===== src/rtl/seq_div_pkg.sv =====
// rtl/seq_div_pkg.sv - shared types and constants for the sequential integer divider
package seq_div_pkg;

    localparam int MIN_WIDTH = 2;
    localparam int MAX_WIDTH = 64;

    // Quotient pattern reported for a zero divisor (sliced to WIDTH by users)
    localparam logic [MAX_WIDTH-1:0] DBZ_QUOTIENT = {MAX_WIDTH{1'b1}};

    typedef enum logic [1:0] {
        IDLE = 2'd0,
        LOAD = 2'd1,
        CALC = 2'd2,
        FIX  = 2'd3
    } div_state_e;

    // Cycles from the accepting clock edge to the edge that raises done
    function automatic int div_latency(input int width);
        return width + 2;
    endfunction

endpackage


===== src/rtl/seq_div_step.sv =====
// rtl/seq_div_step.sv - one combinational restoring-division iteration
module seq_div_step #(
    parameter int WIDTH = 32
) (
    input  logic [WIDTH:0]   rem_i,
    input  logic             bit_i,
    input  logic [WIDTH-1:0] divisor_i,
    output logic [WIDTH:0]   rem_o,
    output logic             qbit_o
);

    logic [WIDTH:0] shifted;
    logic [WIDTH:0] diff;

    // Shift in the next dividend bit and keep the difference when it does not go negative.
    // The partial remainder always stays below the divisor, so the shifted value fits in
    // WIDTH+1 bits; a set top bit of rem_i still forces a subtract for robustness.
    always_comb begin
        shifted = {rem_i[WIDTH-1:0], bit_i};
        diff    = shifted - {1'b0, divisor_i};
        qbit_o  = rem_i[WIDTH] | (shifted >= {1'b0, divisor_i});
        rem_o   = qbit_o ? diff : shifted;
    end

endmodule


===== src/rtl/seq_int_divider.sv =====
// rtl/seq_int_divider.sv - multi-cycle signed/unsigned restoring integer divider
module seq_int_divider
    import seq_div_pkg::*;
#(
    parameter int WIDTH     = 32,
    parameter bit ZERO_FAST = 1'b1
) (
    input  logic             clk,
    input  logic             reset,
    input  logic             start,
    input  logic             is_signed,
    input  logic [WIDTH-1:0] dividend,
    input  logic [WIDTH-1:0] divisor,
    output logic             busy,
    output logic             done,
    output logic [WIDTH-1:0] quotient,
    output logic [WIDTH-1:0] remainder,
    output logic             div_by_zero
);

    localparam int CW = $clog2(WIDTH);

    div_state_e       state_q;
    logic [WIDTH-1:0] a_q;          // captured dividend (also the div-by-zero remainder)
    logic [WIDTH-1:0] b_q;          // captured divisor
    logic             sgn_q;        // captured is_signed
    logic [WIDTH-1:0] work_q;       // dividend magnitude shifting out, quotient shifting in
    logic [WIDTH-1:0] mag_b_q;
    logic [WIDTH:0]   rem_q;        // partial remainder, one extra bit for the carry
    logic [CW-1:0]    cnt_q;
    logic             qneg_q;
    logic             rneg_q;
    logic             busy_q;
    logic             done_q;
    logic [WIDTH-1:0] quot_q;
    logic [WIDTH-1:0] remo_q;
    logic             dbz_q;

    logic             a_neg;
    logic             b_neg;
    logic [WIDTH-1:0] mag_a_d;
    logic [WIDTH-1:0] mag_b_d;
    logic             b_zero;
    logic [WIDTH-1:0] quot_d;
    logic [WIDTH-1:0] remo_d;
    logic [WIDTH:0]   step_rem;
    logic             step_qbit;

    // Operand magnitudes and final sign-corrected results
    always_comb begin
        a_neg   = sgn_q & a_q[WIDTH-1];
        b_neg   = sgn_q & b_q[WIDTH-1];
        mag_a_d = a_neg ? (~a_q + 1'b1) : a_q;
        mag_b_d = b_neg ? (~b_q + 1'b1) : b_q;
        b_zero  = (b_q == '0);
        if (b_zero) begin
            quot_d = DBZ_QUOTIENT[WIDTH-1:0];
            remo_d = a_q;
        end else begin
            quot_d = qneg_q ? (~work_q + 1'b1) : work_q;
            remo_d = rneg_q ? (~rem_q[WIDTH-1:0] + 1'b1) : rem_q[WIDTH-1:0];
        end
    end

    seq_div_step #(
        .WIDTH(WIDTH)
    ) u_step (
        .rem_i     (rem_q),
        .bit_i     (work_q[WIDTH-1]),
        .divisor_i (mag_b_q),
        .rem_o     (step_rem),
        .qbit_o    (step_qbit)
    );

    // Control FSM with registered datapath and outputs
    always_ff @(posedge clk or posedge reset) begin
        if (reset) begin
            state_q <= IDLE;
            a_q     <= '0;
            b_q     <= '0;
            sgn_q   <= 1'b0;
            work_q  <= '0;
            mag_b_q <= '0;
            rem_q   <= '0;
            cnt_q   <= '0;
            qneg_q  <= 1'b0;
            rneg_q  <= 1'b0;
            busy_q  <= 1'b0;
            done_q  <= 1'b0;
            quot_q  <= '0;
            remo_q  <= '0;
            dbz_q   <= 1'b0;
        end else begin
            done_q <= 1'b0;
            case (state_q)
                IDLE: begin
                    if (start) begin
                        a_q    <= dividend;
                        b_q    <= divisor;
                        sgn_q  <= is_signed;
                        busy_q <= 1'b1;
                        if (ZERO_FAST && (divisor == '0)) begin
                            state_q <= FIX;
                        end else begin
                            state_q <= LOAD;
                        end
                    end
                end
                LOAD: begin
                    work_q  <= mag_a_d;
                    mag_b_q <= mag_b_d;
                    qneg_q  <= a_neg ^ b_neg;
                    rneg_q  <= a_neg;
                    rem_q   <= '0;
                    cnt_q   <= CW'(WIDTH - 1);
                    state_q <= CALC;
                end
                CALC: begin
                    rem_q  <= step_rem;
                    work_q <= {work_q[WIDTH-2:0], step_qbit};
                    if (cnt_q == '0) begin
                        state_q <= FIX;
                    end else begin
                        cnt_q <= cnt_q - CW'(1);
                    end
                end
                FIX: begin
                    quot_q  <= quot_d;
                    remo_q  <= remo_d;
                    dbz_q   <= b_zero;
                    done_q  <= 1'b1;
                    busy_q  <= 1'b0;
                    state_q <= IDLE;
                end
                default: begin
                    state_q <= IDLE;
                    busy_q  <= 1'b0;
                end
            endcase
        end
    end

    assign busy        = busy_q;
    assign done        = done_q;
    assign quotient    = quot_q;
    assign remainder   = remo_q;
    assign div_by_zero = dbz_q;

endmodule


===== config.mk =====
export PLATFORM = sky130hd
export DESIGN_NAME = seq_int_divider
export DESIGN_NICKNAME = d
export VERILOG_FILES = /design/src/rtl/seq_div_pkg.sv /design/src/rtl/seq_div_step.sv /design/src/rtl/seq_int_divider.sv
export SDC_FILE = /design/constraint.sdc
export NUM_CORES = 1
export LEC_CHECK = 0
export CAP_MARGIN = 20
export CORE_MARGIN = 2
export CORE_UTILIZATION = 52
export CTS_CLUSTER_DIAMETER = 60
export DETAILED_ROUTE_END_ITERATION = 8
export PLACE_DENSITY_LB_ADDON = 0.05
export SYNTH_ARGS = -nofsm -noshare
export SYNTH_HDL_FRONTEND = slang
export SYNTH_SLANG_ARGS = --single-unit

===== constraint.sdc =====
create_clock -name clk -period 22.6 [get_ports clk]
set_input_delay 3.39 -clock clk [delete_from_list [all_inputs] [get_ports clk]]
set_output_delay 3.39 -clock clk [all_outputs]
set_load 0.02 [all_outputs]

# ---- Word level (Yosys, flattened, before mapping)
# Cells that the tools add are included.
# W data, S select, Z words.
dict set report op_classes {
  add_sub_neg 6
  mul 0
  n_div 0
  n_lt_le_gt_ge 1
  n_eq_ne 6
  shift 0
  n_mux 18
  bitwise 8
  reduce_logical 10
}
# cell count
set op_table {}
lappend op_table {{$mux W32} 6}
lappend op_table {{$add A32 B1 Y32 const B} 4}
lappend op_table {{$not A32 Y32} 4}
lappend op_table {{$pmux W33 S2} 1}
lappend op_table {{$logic_not A32 Y1} 2}
lappend op_table {{$pmux W32 S2} 1}
lappend op_table {{$ge A33 B32 Y1} 1}
lappend op_table {{$mux W33} 1}
lappend op_table {{$sub A33 B32 Y33} 1}
lappend op_table {{$pmux W5 S2} 1}
lappend op_table {{$pmux W2 S4} 1}
lappend op_table {{$reduce_and A2 Y1} 4}
lappend op_table {{$mux W2} 3}
lappend op_table {{$ne A2 B2 Y1 const B} 3}
lappend op_table {{$logic_not A5 Y1} 1}
lappend op_table {{$mux W5} 1}
lappend op_table {{$sub A5 B1 Y5 const B} 1}
lappend op_table {{$eq A2 B2 Y1 const B} 2}
lappend op_table {{$reduce_bool A2 Y1} 2}
lappend op_table {{$and A1 B1 Y1} 2}
lappend op_table {{$eq A2 B1 Y1 const B} 1}
lappend op_table {{$logic_not A2 Y1} 1}
lappend op_table {{$mux W1} 2}
lappend op_table {{$pmux W1 S2} 1}
lappend op_table {{2 further kinds} 2}
dict set report totals {
  reg_bits 238
  latch_bits 0
  mem_bits_rw 0
  romBits 0
  in_bits 68
  output_inout_bits 67
  mem_count 0
}

# ---- Longest topological paths before layout
dict set report logic_depth {
  word_depth 4
  depth_mapped 13
  ltp_nobuf 13
}

# ---- Cells and area by module
# Synthesis repeated with hierarchy kept, for this count alone.
dict set report unflattened {
  hier_cells 1580
  hier_area_um2 14367.5
}
# module n_inst cells_per_inst area_each_um2 seq_area_each_um2
set by_module_without_submodules {}
lappend by_module_without_submodules {seq_int_divider 1 1238 12129.1 5955.7}
lappend by_module_without_submodules {seq_div_step 1 342 2238.4 0.0}

# ---- Worst setup path before layout
# Ideal clock, no wire load.
dict set report synth_timing {
  path_kind {input to register}
  start {in start}
  end {reg a_q[0]}
  setup_time_ps 125
  arrival_time_ps 4471
  required_time_ps 22475
  path_slack_ps 18005
  cell_stages 4
  n_path_buf 2
  path_cell_list {nand2_1 clkbuf_1 clkbuf_1 mux2_2}
}
dict set report synth_via {
  elab_chain_cells 1
}
# item line
set synth_rtl {}
lappend synth_rtl {{start, declared} seq_int_divider.sv:10} ;# input logic start,
lappend synth_rtl {{$reduce_and A2 Y1 (no line)} --}
lappend synth_rtl {{end signal, assigned} seq_int_divider.sv:98} ;# a_q <= dividend;
lappend synth_rtl {{end, declared} seq_int_divider.sv:24} ;# logic [WIDTH-1:0] a_q;
# No other way between the ends.
# A chain may end at the register's enable or synchronous reset.

# ---- Worst setup path after layout
dict set report layout_timing {
  start {in start}
  end {reg a_q[29]}
}
# Same word-level chain as after synthesis.

==> results_dict.tcl <==
set metrics [dict create \
    synth-seq-area-share_pct 42.6 \
    setup_viol 0 \
    ir_drop_mv 0.0827 \
    min_from "rem_q[32]" \
    drtIter0Drc 696 \
    fin_worst_skew_ns 0.0151 \
    worstPathArrival_ns 5.44 \
    cts_max_level 1 \
    clk_path_buf_depth 3 \
    fin_crit_sh_pct 22.2 \
    clock_sinks 238 \
    cts_made_buffers 29 \
    cts_tree "done" \
    globalplace.congestion 0.882 \
    ant_nets 0 \
    n_antenna_cell 0 \
    yosysTopAreaCell "dfrtp_1" \
    hp-class "flip-flop to flip-flop" \
    yosys-top-cells-count "dfrtp_1 (238), nand2_1 (133), nor2_1 (127), o21ai_0 (127), mux2_2 (113)" \
    drv_cap 0 \
    die_w_um 168 \
    clkTransAtPathRegs_ns 0.06 \
    fin_util_pct 62.1 \
    slew_violations 0 \
    clk_latency_ns 0.54 \
    min_period_ns 5.02 \
    cts_setup_buffers 0 \
    crit_path_start_kind "primary input" \
    ys_types 63 \
    synthArstFlopShare_pct 100 \
    cts-root-buf "clkbuf_16" \
    rr_worst_depth 11 \
    yosysWarnings 0 \
    io_pins 135 \
    avgSynthCellArea_um2 9.45 \
    slew_headroom_pct 37.5 \
    hold_ws_ns 0.486 \
    vias 11222 \
    grt_overflow_total 0 \
    synth-edff-count 0 \
    num_rows 60 \
    worstSetupEndpointType "flip-flop" \
    power.density_nw_per_um2 160 \
    synth.ff_latch_count 238 \
    vias_per_cell 5.78 \
    grt_max_degree 120 \
    route.detailed.drc 0 \
    post_cts_resized 0 \
    initial_core_util_pct 52.5 \
    dp_hpwl_mm 26.5 \
    endpoint "a_q[29]" \
    drive_gt1_share_pct 12.2 \
    nNetsFinal 1691 \
    syn-cell-area_um2 14000 \
    dr.pass1.iters 5 \
    yosysMostFrequentCell "dfrtp_1" \
    ys.flop_type "dfrtp_1" \
    cp-startpoint "start" \
    tightestPinTransition_ns 0.937 \
    status "complete, no violations" \
    r2r_slack_ns 18.60 \
    finalHoldViolCount 0 \
    grt_antenna_before_repair 0 \
    r2r_end "rem_q[27]" \
    postSynthCellCount 1481 \
    wire_per_inst_um 18.6 \
    grt_pass1_wl_mm 58.5 \
    grt_pass1_vias 10721 \
    hold_depth 1 \
    dieHeight_um 168 \
    rsz0062_at_grt "false" \
    syn_to_final_growth_pct 18.4 \
    die_area_um2 28200 \
    synth_top_area_share_pct 42.6 \
    syn_nets 1592 \
    critPathRequiredTime_ns 23.02 \
    r2r_start "rem_q[0]" \
    cp_max_fo 33 \
    core_area_um2 26700 \
    p_leak_uw 0.00705 \
    yosys-top-cells-area "dfrtp_1 (43%), mux2_2 (9.1%), xor2_1 (5.5%)" \
    io_buffers 134 \
    worstSetupPathType "primary input to flip-flop" \
    setup_tns_ns 0 \
    wirelength_mm 36.2 \
    track_usage_pct 25.8 \
    cts_hold_buf 0 \
    fillers 2255 \
    clock.fmax_mhz 199 \
]
==> cells in the final DEF (no fill, tap or decap), drive strengths merged, types with 42 or more instances in the layout <==
cell,count
a21oi,100
clkdlybuf4s50,134
dfrtp,238
ha,42
inv,67
mux2,113
nand2,133
nor2,127
o21ai,132
xnor2,60
xor2,88
==> flip-flops by register name, indices dropped and copies added (netlist names) <==
register / flops
qneg_q: 1
mag_b_q: 32
rem_q: 33
a_q: 32
work_q: 32
quotient: 32
busy: 1
remainder: 32
div_by_zero: 1
sgn_q: 1
b_q: 32
done: 1
state_q: 2
rneg_q: 1
cnt_q: 5
==> worst min path at each step <==
stage,to,slack [ns]
final,rem_q[32],0.49
after global routing,rem_q[32],0.51
after CTS,cnt_q[0],0.48
after global placement,cnt_q[0],0.46
after floorplan,cnt_q[0],0.44
after detailed placement,cnt_q[0],0.48
==> critical path, stage by stage <==
cell and delay [ns]:
clkdlybuf4s50_1 0.49, nand2_2 0.60, buf_4 0.53, mux2_2 0.39
==> per-layer routing <==
layer	vias up	wire length (um)	global-route usage (%)
li1	5491	-	-
met1	5405	16300	35.2
met2	265	17200	42.9
met3	61	1360	2.75
met4	0	1300	9.00
met5	-	0	0
==> power breakdown <==
| part | internal, uW | switching [uW] | leakage (uW) |
|---|---|---|---|
| logic | 602 | 712 | 0.00371 |
| clock network | 277 | 180 | 0.000466 |
| registers | 625 | 245 | 0.00287 |
| total | 1500 | 1140 | 0.00705 |
==> cell families (layout without fill, tap and decap cells) <==
family                   count (synthesis)  count (layout)  share of synthesized area (%)
AO/OA/AOI/OAI                          399             399                           18.0
buffers and inverters                  145             264                           3.90
AND/OR/NAND/NOR                        389             389                           12.8
flip-flops                             238             238                           42.6
XOR/XNOR                               148             148                           9.27
multiplexers                           119             119                           9.53
adder cells (fa/ha/maj)                 43              43                           3.90
==> per-stage QoR <==
| step | area (um2) | cells | power, uW | setup slack [ns] |
|---|---|---|---|---|
| after floorplan | 14000 | 1481 | 1760 | 12.68 |
| after global placement | 15600 | 1889 | 2150 | 17.08 |
| after detailed placement | 15600 | 1890 | 2190 | 17.06 |
| after CTS | 16600 | 1941 | 2650 | 17.61 |
| after global routing | 16600 | 1941 | 2840 | 17.47 |
| final | 16600 | 1941 | 2640 | 17.58 |
==> area by class of cell <==
| class | count | area (um2) | area share [%] |
|---|---|---|---|
| clock inverters | 10 | 113 | 0.680 |
| flip-flops and latches | 238 | 5960 | 36.0 |
| inverters | 67 | 259 | 1.56 |
| multi-input cells | 1098 | 7520 | 45.4 |
| clock buffers | 41 | 831 | 5.02 |
| repair buffers | 146 | 1450 | 8.77 |
| well taps | 341 | 427 | 2.58 |
(Power assumes the default switching activity.)
